File: src/rtl/layer_pkg.sv
// Shared types and default sizing for the argmax sink layer.
package layer_pkg;

    typedef enum logic [1:0] {
        IDLE    = 2'd0,
        COLLECT = 2'd1,
        PRESENT = 2'd2
    } state_e;

    localparam int DEF_M = 16;
    localparam int DEF_T = 16;

endpackage

File: src/rtl/vec_argmax_sink_if.sv
// Stream-in / result-out bundle for vec_argmax_sink; slave is the sink, master the environment.
interface vec_argmax_sink_if
    import layer_pkg::*;
#(
    parameter int M = DEF_M,
    parameter int T = DEF_T
);
    localparam int logM = $clog2(M + 1);

    logic                   s_valid;
    logic                   s_ready;
    logic signed [T-1:0]    data_in;
    logic                   m_valid;
    logic                   m_ready;
    logic [logM-1:0]        max_idx;
    logic signed [T-1:0]    max_val;

    modport master (
        output s_valid, data_in, m_ready,
        input  s_ready, m_valid, max_idx, max_val
    );

    modport slave (
        input  s_valid, data_in, m_ready,
        output s_ready, m_valid, max_idx, max_val
    );

endinterface

File: src/rtl/argmax_cmp.sv
// Signed candidate-vs-current compare; ARGMAX_TIE_LAST_EN makes ties go to the later word.
module argmax_cmp #(
    parameter int T = 16
) (
    input  logic signed [T-1:0] cand,
    input  logic signed [T-1:0] cur,
    output logic                take
);

`ifdef ARGMAX_TIE_LAST_EN
    assign take = (cand >= cur);
`else
    assign take = (cand > cur);
`endif

endmodule

File: src/rtl/vec_argmax_sink.sv
// Collects M signed words and presents the position/value of the largest one.
// Tie-break selected by ARGMAX_TIE_LAST_EN (see argmax_cmp).
module vec_argmax_sink
    import layer_pkg::*;
#(
    parameter int M = DEF_M,
    parameter int T = DEF_T
) (
    input  logic               clk,
    input  logic               reset,
    vec_argmax_sink_if.slave   bus
);

    localparam int logM = $clog2(M + 1);

    state_e                 state_q, state_d;
    logic [logM-1:0]        count_q, count_d;
    logic [logM-1:0]        max_idx_q, max_idx_d;
    logic signed [T-1:0]    max_val_q, max_val_d;
    logic                   s_ready_q;
    logic                   m_valid_q;
    logic                   xfer;
    logic                   take;

    assign xfer = bus.s_valid && s_ready_q;

    argmax_cmp #(.T(T)) u_cmp (
        .cand (bus.data_in),
        .cur  (max_val_q),
        .take (take)
    );

    // The running max doubles as the output register: it only moves while m_valid is low.
    always_comb begin
        state_d   = state_q;
        count_d   = count_q;
        max_idx_d = max_idx_q;
        max_val_d = max_val_q;

        if (xfer) begin
            if (count_q == '0 || take) begin
                max_val_d = bus.data_in;
                max_idx_d = count_q;
            end
            count_d = count_q + 1'b1;
        end

        case (state_q)
            IDLE: begin
                if (xfer) state_d = COLLECT;
            end
            COLLECT: begin
                if (xfer && count_q == logM'(M - 1)) begin
                    state_d = PRESENT;
                    count_d = '0;
                end
            end
            PRESENT: begin
                if (m_valid_q && bus.m_ready) state_d = IDLE;
            end
            default: state_d = IDLE;
        endcase
    end

    always_ff @(posedge clk or negedge reset) begin
        if (!reset) begin
            state_q   <= IDLE;
            count_q   <= '0;
            max_idx_q <= '0;
            max_val_q <= '0;
            s_ready_q <= 1'b0;
            m_valid_q <= 1'b0;
        end else begin
            state_q   <= state_d;
            count_q   <= count_d;
            max_idx_q <= max_idx_d;
            max_val_q <= max_val_d;
            s_ready_q <= (state_d != PRESENT);
            m_valid_q <= (state_d == PRESENT);
        end
    end

    assign bus.s_ready = s_ready_q;
    assign bus.m_valid = m_valid_q;
    assign bus.max_idx = max_idx_q;
    assign bus.max_val = max_val_q;

endmodule

File: src/flat_wrapper.sv
// flat-port wrapper written by rule: the top's interface ports become plain ports
module vec_argmax_sink_flat import layer_pkg::*;
#(
    parameter int M = DEF_M,
    parameter int T = DEF_T
)
  (clk, reset, bus_s_valid, bus_data_in, bus_m_ready, bus_s_ready, bus_m_valid, bus_max_idx, bus_max_val);
  vec_argmax_sink_if #(.M(M), .T(T)) bus_i ();
  input  logic clk;
  input  logic reset;
  input wire logic [$bits(bus_i.s_valid)-1:0] bus_s_valid;
  input wire logic [$bits(bus_i.data_in)-1:0] bus_data_in;
  input wire logic [$bits(bus_i.m_ready)-1:0] bus_m_ready;
  output wire logic [$bits(bus_i.s_ready)-1:0] bus_s_ready;
  output wire logic [$bits(bus_i.m_valid)-1:0] bus_m_valid;
  output wire logic [$bits(bus_i.max_idx)-1:0] bus_max_idx;
  output wire logic [$bits(bus_i.max_val)-1:0] bus_max_val;
  assign bus_i.s_valid = bus_s_valid;
  assign bus_i.data_in = bus_data_in;
  assign bus_i.m_ready = bus_m_ready;
  assign bus_s_ready = bus_i.s_ready;
  assign bus_m_valid = bus_i.m_valid;
  assign bus_max_idx = bus_i.max_idx;
  assign bus_max_val = bus_i.max_val;
  vec_argmax_sink #(.M(M), .T(T)) u_core (.clk(clk), .reset(reset), .bus(bus_i));
endmodule
File: config.mk
export PLATFORM = sky130hd
export DESIGN_NAME = vec_argmax_sink_flat
export DESIGN_NICKNAME = d
export VERILOG_FILES = /design/src/rtl/layer_pkg.sv /design/src/rtl/vec_argmax_sink_if.sv /design/src/rtl/argmax_cmp.sv /design/src/rtl/vec_argmax_sink.sv /design/src/flat_wrapper.sv
export SDC_FILE = /design/constraint.sdc
export NUM_CORES = 1
export LEC_CHECK = 0
export BUFFER_PORTS_ARGS = -buffer_cell sky130_fd_sc_hd__buf_2
export CORE_MARGIN = 8
export CORE_UTILIZATION = 25
export CTS_BUF_LIST = sky130_fd_sc_hd__clkbuf_4 sky130_fd_sc_hd__clkbuf_8 sky130_fd_sc_hd__clkbuf_16
export CTS_CLUSTER_SIZE = 8
export DETAILED_ROUTE_END_ITERATION = 10
export GPL_TIMING_DRIVEN = 0
export SLEW_MARGIN = 20
export SYNTH_ARGS = -nofsm -noshare
export SYNTH_HDL_FRONTEND = slang
export SYNTH_HIERARCHICAL = 1
export SYNTH_SLANG_ARGS = --single-unit
File: constraint.sdc
create_clock -name clk -period 2.1 [get_ports clk]
set_input_delay 0.525 -clock clk [delete_from_list [all_inputs] [get_ports clk]]
set_output_delay 0.525 -clock clk [all_outputs]
set_load 0.05 [all_outputs]
; Yosys cells after proc, flatten, opt, wreduce, memory -nomap -nowiden
; Index checks and enable logic that the tools add are counted.
[word_totals]
wordCells = 27
output_inout_bits = 23
reg_bits = 30
[classes]
mux = 7
n_reduce_logical = 7
order_cmp = 1
eq_ne = 5
n_addsub = 1
[op_table]
columns = cell, n
row1 = > comparator 16 bit, 1
row2 = two-way mux 5 bit, 3
row3 = two-way mux 2 bit, 3
row4 = case mux 2 bit (3 select lines), 1
row5 = adder 5 x 1 -> 5 bit (second input constant), 1
row6 = == test 5 x 4 -> 1 bit (second input constant), 1
row7 = logical NOT 5 bit, 1
row8 = == test 2 bit (second input constant), 2
row9 = logical AND 1 bit, 3
row10 = == test 2 x 1 -> 1 bit (second input constant), 1
row11 = logical NOT 2 bit, 1
row12 = != test 2 bit (second input constant), 1
row13 = AND reduction 2 bit, 1
row14 = logical OR 1 bit, 1

; Logic depth before layout (Yosys ltp)
[depth]
word_depth = 5
mapped_depth = 9
depth_no_buf = 8

; Modules after synthesis
; The synthesis kept the hierarchy.
[by_module_without_submodules]
columns = module, cells_each, area_each_um2, instances
row1 = vec_argmax_sink, 88, 1306.3, 1
row2 = argmax_cmp, 58, 416.6, 1

; Worst setup path before layout
; No wires, ideal clock.
[synth_path]
path_kind = register to register
startpoint = register u_core.max_val_q[15] (netlist: u_core/bus.max_val[15])
endpoint = register u_core.max_val_q[15] (netlist: u_core/bus.max_val[15])
slack_ns = -0.580
period_less_slack_ns = 2.680
stages_incl_launch_ff = 10
arrival_time_ns = 2.555
required_time_ns = 1.975
path_buffers = 1
cell_sequence = dfrtp_1 > inv_1 > ha_1 > nand4_2 > or4_1 > o21ai_0 > a31oi_1 > o21ai_2 > buf_6 > mux2_4
[synth_between]
elab_chain_len = 3
[synth_rtl]
columns = element, line_no
row1 = from (decl), vec_argmax_sink.sv:19  ; logic signed [T-1:0] max_val_q, max_val_d;
row2 = from (signal assigned), vec_argmax_sink.sv:77  ; max_val_q <= max_val_d;
row3 = > comparator 16 bit, argmax_cmp.sv:13  ; assign take = (cand > cur);
row4 = net u_core.take, vec_argmax_sink.sv:23  ; logic take;
row5 = logical OR 1 bit, vec_argmax_sink.sv:41  ; if (count_q == '0 || take) begin
row6 = AND reduction 2 bit (no source line), n/a
; The timed path passes the listed nets, and every way through them passes these cells.
; A chain may end at the register's enable or synchronous reset.

; Worst setup path in the final report
[layout_path]
startpoint = register u_core.max_val_q[14] (netlist: u_core/bus.max_val[14])
endpoint = register u_core.max_val_q[10] (netlist: u_core/bus.max_val[10])
; Same word-level chain as after synthesis.

==> summary.txt <==
Floorplanning
  • FP Rows: 30
  • Initial core utilization: 0.256
  • Die area: between 9000 and 10,000 µm²
  • Die H: 99.0 µm
  • Core area: 6720 µm²
  • # IOs: 43
  • Die width: slightly below 100 µm

Critical path
  • R2R Path Start: u_core/bus.max_val[14]
  • Critical path startpoint category: flip-flop
  • Critical path required time: 2.26 ns
  • Worst-case reg-to-reg path depth: 9
  • CP Cell Sequence: inv_2 -> ha_4 -> nand4_4 -> or4_4 -> o21ai_4 -> a31oi_4 -> o21ai_4 -> buf_8 -> mux2_4
  • Top delay family on crit path: simple AND/OR/NAND/NOR gates
  • Critical path's largest stage delay: around 0.56 ns
  • Worst endpoint data arrival time: 2.52 ns
  • Crit. End Element: flip-flop
  • Worst Setup SP: u_core/bus.max_val[14]
  • Reg2reg end: u_core/bus.max_val[10]
  • Worst setup path category: reg -> reg
  • WP buf/inv: 2
  • Critical path peak fanout: 8
  • R2R Setup Slk: -0.26 ns
  • Levels on crit path: 9
  • CP max-delay cell: or4_4
  • Worst setup path endpoint: u_core/bus.max_val[10]
  • Most frequent cell on the critical path: o21ai_4

Synth
  • Share of flip-flops with an asynchronous set or reset: 1.00
  • Syn Std Cell Area: 1720 µm²
  • Synth unique cells: 33
  • Synth top cells by count: dfrtp_1 (30), inv_1 (22), ha_1 (19), mux2_4 (17), a21oi_1 (8)
  • Main synth FF type: dfrtp_1
  • Area contributors post-synth: dfrtp_1 (44%), mux2_4 (15%), ha_1 (14%)
  • Synth Warn #: 6
  • Sequential share of the synthesized area: 0.436
  • Cell with the most instances after synthesis: dfrtp_1
  • Mapped Cells: between 100 and 150
  • Area leader, netlist: dfrtp_1
  • Mapped Nets: around 190
  • Yosys top cell area share: 0.436
  • EDFF count, synth: 0
  • Yosys reg bits: 30
  • Synth Area per Inst: around 12 µm²

GRT
  • Pin count of the biggest net entering global routing: 31
  • Antenna violations before repair: 0
  • First-pass GRT wire length: a little over 7000 µm
  • Vias in the first global route: around 1,500
  • Grt total ovfl: 0
  • Gr usage total: 0.0937

Pwr
  • Comb pwr share: 0.623
  • NetSw: around 1.9 mW
  • Lkg Pwr: 1.18 nW
  • Total power: roughly 4.2 mW
  • Pwr Density: 1690 nW/µm²
  • Seq pwr share: 0.259
  • Clock power frac: 0.117
  • Worst VDD drop: 0.305 mV
  • Cell Int Power: about 2.2 mW
  • Sw Share: 0.463

Final layout
  • Post-layout util: 0.367
  • Multi-input logic area: about 1000 µm²
  • Fill cell count: about 660
  • Layout cells sized above 1: 0.629
  • Fin nets: around 250
  • Sequential Area: roughly 770 µm²
  • Area grow syn2layout: 43.0%

Timing
  • Final Setup Violations: 21
  • Worst setup margin: -0.263 ns
  • RSZ-0062 raised after global routing: yes
  • Final Cycle Share: 1.13
  • Slew @ Worst Pin: approximately 0.70 ns
  • FMAX: approximately 420 MHz
  • Max Clock Skew: ~0.0052 ns
  • Worst slew margin: 0.533
  • Fin. Hold Viols: 0
  • Fin. max-slew vios: 0
  • Tmin final: roughly 2.4 ns
  • Worst hold margin: just under 0.3 ns

Detailed routing
  • DRT Wirelength: between 4000 and 5000 µm
  • Antenna Nets Post-Route: 0
  • Avg WL per Cell: 14.6 µm
  • Via density: between 4 and 5
  • Vias post-DR: 1,320
  • Post-route DRC: 0
  • DR pass1 iterations: 4
  • Iteration-0 DRC Markers: 33

Clocking
  • Clock Sink Count: 30
  • Clk slew on worst S/H paths: around 0.07 ns
  • CTS buffer count: 5
  • Number of H-tree levels: 2
  • Clk root buf: clkbuf_8
  • Maximum clock path buffer count: 2
  • CTS tree: yes
  • Clock latency on the worst-skew pair: ~0.28 ns

Place
  • Post-DP HPWL: 3040 µm
  • Gpl congestion: 0.732
  • PortBufs: 42

Outcome
  • Failing checks: negative setup slack
  • Run status: finished with violations

Min path
  • Hold crit path type: in -> async

Flow run
  • Max_cap viols: 0
[power by group through the flow]
stage | clock, mW | combinational, mW | sequential, mW
after floorplan | 0 | 1.01 | 1.81
after global placement | 0 | 2.18 | 1.09
after detailed placement | 0 | 2.21 | 1.11
after CTS | 0.509 | 2.55 | 1.09
after global routing | 0.541 | 2.82 | 1.13
final | 0.489 | 2.60 | 1.08
[flip-flops by register name (all words and copies together), names as in the netlist]
register            count
u_core/bus.s_ready      1
u_core/state_q          2
u_core/count_q          5
u_core/bus.max_val     16
u_core/bus.max_idx      5
u_core/bus.m_valid      1
[layout by cell type, fill, tap and decap left out, types with 2 or more instances in the layout]
cell      Yosys  final
a21oi_1       8      8
a31o_2        2      2
a32o_1        3      3
buf_2         0     42
buf_4         1     16
buf_6         2      3
clkbuf_4      0      3
clkbuf_8      0      5
dfrtp_1      30     14
dfrtp_2       0     16
ha_1         19      9
ha_4          0     10
inv_1        22     12
inv_2         0     10
mux2_4       17     17
nand2_1       7      7
nand3_1       2      2
nand4_1       4      4
nor2_1        6      6
o21ai_0       3      2
o21ai_4       0      2
[timing repair]
action,CTS,global route
gates resized for setup,15,6
cloned,1,0
hold buffers,0,0
hold endpoints to repair,0,0
pin swaps,9,7
endpoints found under the setup margin,21,21
setup buffers,14,4
[per-layer routing]
layer | share of wire | GRT usage | wire length [µm]
met1 | 0.43 | 0.108 | 1860
met5 | 0 | 0 | 0
met3 | 0.072 | 0.0366 | 309
met2 | 0.48 | 0.150 | 2040
met4 | 0.019 | 0.0425 | 80
[through the flow]
step                TNS [ns]  instance area (µm²)  setup slack, ns  std cells
detailed placement    -12.99                 2120           -0.678        268
global placement      -12.48                 2120           -0.644        268
global route           -7.28                 2460           -0.361        293
floorplan              -6.59                 1810           -0.355        146
finish                 -5.13                 2460           -0.263        294
CTS                    -5.87                 2410           -0.300        290
[layout make-up]
| type | instances | share of cell area |
|---|---|---|
| timing repair buffer | 59 | 0.140 |
| clock buffer | 8 | 0.0371 |
| antenna | 1 | 0.00102 |
| tap | 80 | 0.0406 |
| inverter | 22 | 0.0335 |
| sequential | 30 | 0.313 |
| buffer | 3 | 0.0137 |
| multi-input combinational | 91 | 0.421 |
[how the worst min path moves through the flow]
stage / endpoint / slack, ns / depth (start not counted) / startpoint
final: u_core/count_q[3] / 0.29 / 1 / reset
after floorplan: u_core/bus.m_valid / 0.23 / 0 / reset
after detailed placement: u_core/bus.max_idx[4] / 0.49 / 1 / u_core/bus.max_idx[4]
after global placement: u_core/bus.max_idx[3] / 0.48 / 1 / u_core/bus.max_idx[3]
after CTS: u_core/count_q[3] / 0.32 / 1 / reset
after global routing: u_core/count_q[3] / 0.34 / 1 / reset
[kinds of logic after synthesis]
| kind of cell | synth area share |
|---|---|
| mux | 0.155 |
| compound gates | 0.107 |
| buf+inv | 0.0654 |
| fa+ha+maj | 0.138 |
| flops | 0.436 |
| xor+xnor | 0.0102 |
| simple gates | 0.0893 |
[worst register-to-register path, delay by kind of cell, from the launching register on]
kind / cells / cell delay, ns
AOI/OAI and AO/OA: 3 / 0.38
adders and majority gates: 1 / 0.27
buffers and inverters: 2 / 0.24
DFF: 1 / 0.38
muxes: 1 / 0.31
and+or+nand+nor: 2 / 0.67
Power figures use the tool's default switching activity.
